$ cat config.mk
export PLATFORM = sky130hd
export DESIGN_NAME = tdm_demux
export DESIGN_NICKNAME = d
export VERILOG_FILES = /design/src/rtl/tdm_demux.sv
export SDC_FILE = /design/constraint.sdc
export NUM_CORES = 1
export LEC_CHECK = 0
export BUFFER_PORTS_ARGS = -buffer_cell sky130_fd_sc_hd__buf_2
export CORE_AREA = 3 3 40 42
export CTS_CLUSTER_SIZE = 28
export DETAILED_ROUTE_END_ITERATION = 8
export DIE_AREA = 0 0 43 45
export GPL_TIMING_DRIVEN = 0
export PLACE_DENSITY_LB_ADDON = 0.1
export SETUP_SLACK_MARGIN = 0.5
export SYNTH_ARGS = -nofsm -noshare
export SYNTH_HDL_FRONTEND = slang
export SYNTH_SLANG_ARGS = --single-unit
$ cat constraint.sdc
create_clock -name clk -period 3.01 [get_ports clk]
set_input_delay 0.602 -clock clk [delete_from_list [all_inputs] [get_ports clk]]
set_output_delay 0.602 -clock clk [all_outputs]
set_load 0.02 [all_outputs]
$ cat src/rtl/tdm_demux.sv
// tdm_demux: turns a serial stream of 3-slot TDM frames into three parallel
// registered words. A frame starts on a word flagged with sync. The outputs
// d0..d2 only ever change on a full commit or on reset.
module tdm_demux #(
   parameter int WIDTH = 2
) (
   input  logic             clk,
   input  logic             rst,
   input  logic             en,
   input  logic             sync,
   input  logic [WIDTH-1:0] din,
   output logic [WIDTH-1:0] d0,
   output logic [WIDTH-1:0] d1,
   output logic [WIDTH-1:0] d2,
   output logic             frame_valid,
   output logic             sync_err,
   output logic [1:0]       slot
);

   typedef enum logic {
      IDLE = 1'b0,   // not locked to a frame boundary
      RUN  = 1'b1    // locked; slot_reg tells which slot comes next
   } state_t;

   state_t           state_reg, state_next;
   logic [1:0]       slot_reg, slot_next;
   logic [WIDTH-1:0] shadow0_reg, shadow0_next;
   logic [WIDTH-1:0] shadow1_reg, shadow1_next;
   logic [WIDTH-1:0] d0_reg, d0_next;
   logic [WIDTH-1:0] d1_reg, d1_next;
   logic [WIDTH-1:0] d2_reg, d2_next;
   logic             frame_valid_reg, frame_valid_next;
   logic             sync_err_reg, sync_err_next;

   // State and datapath registers; reset wins over every other input.
   always_ff @(posedge clk) begin
      if (rst) begin
         state_reg       <= IDLE;
         slot_reg        <= 2'd0;
         shadow0_reg     <= '0;
         shadow1_reg     <= '0;
         d0_reg          <= '0;
         d1_reg          <= '0;
         d2_reg          <= '0;
         frame_valid_reg <= 1'b0;
         sync_err_reg    <= 1'b0;
      end else begin
         state_reg       <= state_next;
         slot_reg        <= slot_next;
         shadow0_reg     <= shadow0_next;
         shadow1_reg     <= shadow1_next;
         d0_reg          <= d0_next;
         d1_reg          <= d1_next;
         d2_reg          <= d2_next;
         frame_valid_reg <= frame_valid_next;
         sync_err_reg    <= sync_err_next;
      end
   end

   // Next-state logic: slot capture, frame commit and framing-error detection.
   always_comb begin
      state_next       = state_reg;
      slot_next        = slot_reg;
      shadow0_next     = shadow0_reg;
      shadow1_next     = shadow1_reg;
      d0_next          = d0_reg;
      d1_next          = d1_reg;
      d2_next          = d2_reg;
      frame_valid_next = 1'b0;
      sync_err_next    = 1'b0;

      // A qualifier-low cycle is invisible: everything holds, pulses drop.
      if (en) begin
         case (state_reg)
            IDLE: begin
               // Unsynced words are dropped silently until a sync arrives.
               if (sync) begin
                  shadow0_next = din;
                  slot_next    = 2'd1;
                  state_next   = RUN;
               end
            end
            RUN: begin
               case (slot_reg)
                  2'd0: begin
                     if (sync) begin
                        shadow0_next = din;
                        slot_next    = 2'd1;
                     end else begin
                        // Expected a frame start but got none: lose lock.
                        sync_err_next = 1'b1;
                        slot_next     = 2'd0;
                        state_next    = IDLE;
                     end
                  end
                  2'd1, 2'd2: begin
                     if (sync) begin
                        // Short frame: drop the partial frame and restart
                        // on this word as the new slot 0.
                        sync_err_next = 1'b1;
                        shadow0_next  = din;
                        shadow1_next  = '0;
                        slot_next     = 2'd1;
                     end else if (slot_reg == 2'd1) begin
                        shadow1_next = din;
                        slot_next    = 2'd2;
                     end else begin
                        // Last slot: commit the whole frame at once so the
                        // outputs never show a mix of two frames.
                        d0_next          = shadow0_reg;
                        d1_next          = shadow1_reg;
                        d2_next          = din;
                        frame_valid_next = 1'b1;
                        slot_next        = 2'd0;
                     end
                  end
                  default: begin
                     // Unreachable slot code; fall back to hunting for sync.
                     slot_next  = 2'd0;
                     state_next = IDLE;
                  end
               endcase
            end
            default: begin
               slot_next  = 2'd0;
               state_next = IDLE;
            end
         endcase
      end
   end

   assign d0          = d0_reg;
   assign d1          = d1_reg;
   assign d2          = d2_reg;
   assign frame_valid = frame_valid_reg;
   assign sync_err    = sync_err_reg;
   assign slot        = slot_reg;

endmodule

After elaboration in Yosys (flattened, before gate mapping) --
Cells that the tools add are included.
Storage, ports and cells: bits in registers 15, bits of input ports 6, output and inout port bits 10
Cells by class: bitwise gates (word level) 5, reduce and logical (&&, ||, !) cells 10, multiplexer cells 17, equality and inequality tests 4
Operators with widths (number):
- $mux W2 | 7
- $pmux W2 S2 | 3
- $pmux W1 S2 | 3
- $reduce_or A3 Y1 | 2
- $not A1 Y1 | 5
- $reduce_and A5 Y1 | 1
- $reduce_or A5 Y1 | 1
- $mux W1 | 4
- $ne A2 B2 Y1 const B | 2
- $reduce_and A2 Y1 | 2
- $reduce_and A4 Y1 | 1
- $eq A2 B1 Y1 const B | 1
- $eq A2 B2 Y1 const B | 1
- $logic_not A2 Y1 | 1
- $reduce_bool A2 Y1 | 1
- $reduce_or A2 Y1 | 1

Depth between registers and ports, before layout --
depth in word-level cells 5, depth in mapped cells 5, mapped depth without buffers 5

Worst setup path after synthesis --
Ideal clock, no wire load.
path type register to register, start register slot_reg[0], in the netlist slot[0], end register d0_reg[0], in the netlist d0[0], data arrival time 1501 ps, slack 1437 ps, clock period less this slack 1573 ps, cell stages (with the launch flop) 6, buffers on the path 0, path through dfxtp_1 > inv_1 > ha_1 > nand3_2 > nor3_4 > mux2i_1
Between the ends: longest elaborated chain between the ends 3, elaborated cells on any way between the ends 5, those cells by class eq/ne (2); bitwise (1); reduce/logical (2)
RTL lines:
- start, declared | line 26 | logic [1:0] slot_reg, slot_next;
- start signal, assigned | line 49 | slot_reg <= slot_next;
- $eq A2 B1 Y1 / $eq A2 B2 Y1 (equally long branches) | line 84, 104
- $reduce_or A2 Y1 / $not A1 Y1 (equally long branches)
- $reduce_and A5 Y1 (no source line) *
- end signal, assigned | line 52 | d0_reg <= d0_next;
- end, declared | line 29 | logic [WIDTH-1:0] d0_reg, d0_next;
Mark *: on every way between the ends. The rest lies on a longest branch, timed or not. A chain may end at the register's enable or synchronous reset.

Worst setup path after layout --
start register slot_reg[0], in the netlist slot[0], end register d2_reg[1], in the netlist d2[1]
Between the ends: longest elaborated chain between the ends 3, elaborated cells on any way between the ends 5, those cells by class eq/ne (2); bitwise (1); reduce/logical (2)
RTL lines:
- $eq A2 B1 Y1 / $eq A2 B2 Y1 (equally long branches) | line 84, 104
- $reduce_or A2 Y1 / $not A1 Y1 (equally long branches)
- $reduce_and A5 Y1 (no source line) *
- end signal, assigned | line 54 | d2_reg <= d2_next;
- end, declared | line 31 | logic [WIDTH-1:0] d2_reg, d2_next;
Marks and branches as above.

==> impl_metrics.csv <==
group,metric,value,unit
final_layout,nets,101,
synthesis,synth_top_family_by_area,"simple AND/OR/NAND/NOR gates",
min_path,hold_depth,2,
synthesis,yosysWarnings,0,
timing,slew_violations,0,
route,vias_per_cell,5.16,
critical_path,r2r_end,"d2[1]$_SDFFE_PP0P_",
synthesis,synth_cells,74,
job,maxCapViolCount,0,
synthesis,syn-num-nets,83,
synthesis,synth_compound_area_frac,0.116,
cts,cts_hold_buf,0,
die,ios,16,
timing,hold_violations,0,
cts,cts_tree,"done",
timing,timing.final.ws_setup,1390,ps
place,gp_congestion,0.731,
grt,overflow,0,
synthesis,synth_fa_ha_area_frac,0.0542,
die,placementRows,13,
route,avgRoutedWirePerCell,11.1,um
min_path,min-delay-start,"d0[0]$_SDFFE_PP0P_",
timing,max_slew_margin,0.729,
synthesis,synthMuxAreaShare,0.101,
route,drtIter0Drc,6,
critical_path,reg2reg_from,"slot[0]$_SDFFE_PP0P_",
grt,grt_pass1_wl,2.00,mm
place,portBuffers,13,
die,die-area,1940,um2
grt,antenna_found_initial,0,
cts,clkSinkCount,15,
cts,htreeDepth,1,
pwr,powerDensity,434,nW/um2
synthesis,avgSynthCellArea,9.35,um2
pwr,ir_worst_vdd,269,uV
critical_path,r2r_slack,1390,ps
critical_path,ff2ff_path_depth,5,
cts,clk_latency,270,ps
synthesis,ys_seq_area_frac,0.434,
place,post-dp-hpwl,911,um
cts,cts_buffers,3,
die,die_y,45,um
critical_path,path_class,"flip-flop to flip-flop",
timing,finalSetupTns,0,ps
critical_path,crit_fanout,6,
grt,grt_max_degree,11,
place,post-place-ws,1380,ps
run_status,status,"finished clean",
grt,grt_pass1_vias,466,
cts,ctsRootBufferMaster,"clkbuf_4",
cts,clockBufferDepth,2,
critical_path,crit_start,"slot[0]$_SDFFE_PP0P_",
synthesis,synth_xor_area_frac,0,
critical_path,start_kind,"flip-flop",
route,ant_nets,0,
timing,worst_pin_slew,405,ps
timing,timing.fmax,0.616,GHz
route,dr.pass1.iters,4,
critical_path,end_kind,"flip-flop",
timing,fin_crit_sh,0.539,
cts,post-cts-setup-buffer-count,0,
route,drt_wl_total,1.18,mm
timing,clock_skew,1.31,ps
cts,clk_pin_slew_worst_paths,80,ps
final_layout,diodes,0,
route,vias,547,
timing,rsz0062_at_grt,"false",
grt,track_usage,0.136,
route,drc,0,
synthesis,ys_types,23,
die,core_area,1280,um2
critical_path,crit_path_end,"d2[1]$_SDFFE_PP0P_",
final_layout,final_common_cell,"dfxtp_1",
timing,layout_min_cycle_time,1620,ps
critical_path,required,3210,ps
cts,cts_resized,0,
synthesis,synth_seq_cells,15,
pwr,total_power,348,uW
final_layout,drive_above_1_share,0.231,
min_path,min_path_type,"flip-flop to flip-flop",
synthesis,yosys.area_share.simple,0.259,
pwr,p_leak,0.000321,uW
final_layout,area_growth,15.9,%
die,initial_core_util,0.538,
die,die_x,43,um
final_layout,layout_common_cells,"15 x dfxtp_1, 14 x buf_2, 13 x nand2b_1",
critical_path,cp.arrival,1820,ps
timing,finalSetupViolCount,0,
synthesis,synth.cell_area,692,um2
worst max-delay path, cell delays in order (launching register included):
cell,delay [ps]
dfxtp_1,400
inv_1,60
ha_1,360
nand3_2,140
nor3_4,360
mux2i_1,240
cell families after synthesis:
family	Yosys count
fa+ha+maj	3
flops	15
compound gates	13
mux	7
buf+inv	6
simple gates	30
report_power, final:
group          switching, uW  total (uW)  internal (uW)
combinational           19.9        34.5           14.6
clock                   57.0         108           51.2
sequential              3.76         206            202
total                   80.6         348            268
layer usage:
layer	track usage	vias to the layer above	wire, um
met1	0.176	244	546
met4	0.0723	0	14
met2	0.213	9	552
li1	-	292	-
met3	0.0279	2	64
met5	0	-	0
stage by stage:
stage          area [um2]   util  hold WS (ps)  instances
2_1_floorplan         692      -           449         74
3_3_place_gp          776  0.604           457        102
4_1_cts               802  0.624           481        106
5_1_grt               802  0.624           506        106
6_report              802  0.624           471        106
3_5_place_dp          776  0.604           459        102
synthesized netlist by cell type, drive strengths merged:
library cell  instances  area (um2)
dfxtp                15         300
nand2b               13        81.3
mux2i                 7        70.1
a21oi                 5        25.0
nand2                 4        15.0
nor2                  4        15.0
clkbuf                3        12.5
ha                    3        37.5
nor3                  3        26.3
o21ai                 3        15.0
inv                   2        7.51
nand4                 2        12.5
o22ai                 2        12.5
a211o                 1        8.76
a32oi                 1        8.76
and2                  1        6.26
buf                   1        5.00
nand3                 1        10.0
nor2b                 1        6.26
nor4                  1        6.26
o21ba                 1        10.0
final cells by class:
cell class | instances | area, um2
Buffer | 4 | 17.5
Clock buffer | 4 | 26.3
Fill cell | 115 | 483
Inverter | 2 | 7.51
Multi-Input combinational cell | 53 | 367
Sequential cell | 15 | 300
Tap cell | 15 | 18.8
Timing Repair Buffer | 13 | 65.1
worst min-delay path by stage:
| stage | to | slack (ps) |
|---|---|---|
| after CTS | d2[1]$_SDFFE_PP0P_ | 480 |
| final | d0[0]$_SDFFE_PP0P_ | 470 |
| after floorplan | d0[1]$_SDFFE_PP0P_ | 450 |
| after global routing | d0[1]$_SDFFE_PP0P_ | 510 |
| after detailed placement | d1[1]$_SDFFE_PP0P_ | 460 |
| after global placement | d0[1]$_SDFFE_PP0P_ | 460 |
No activity file was read; power rests on OpenSTA's default activity.
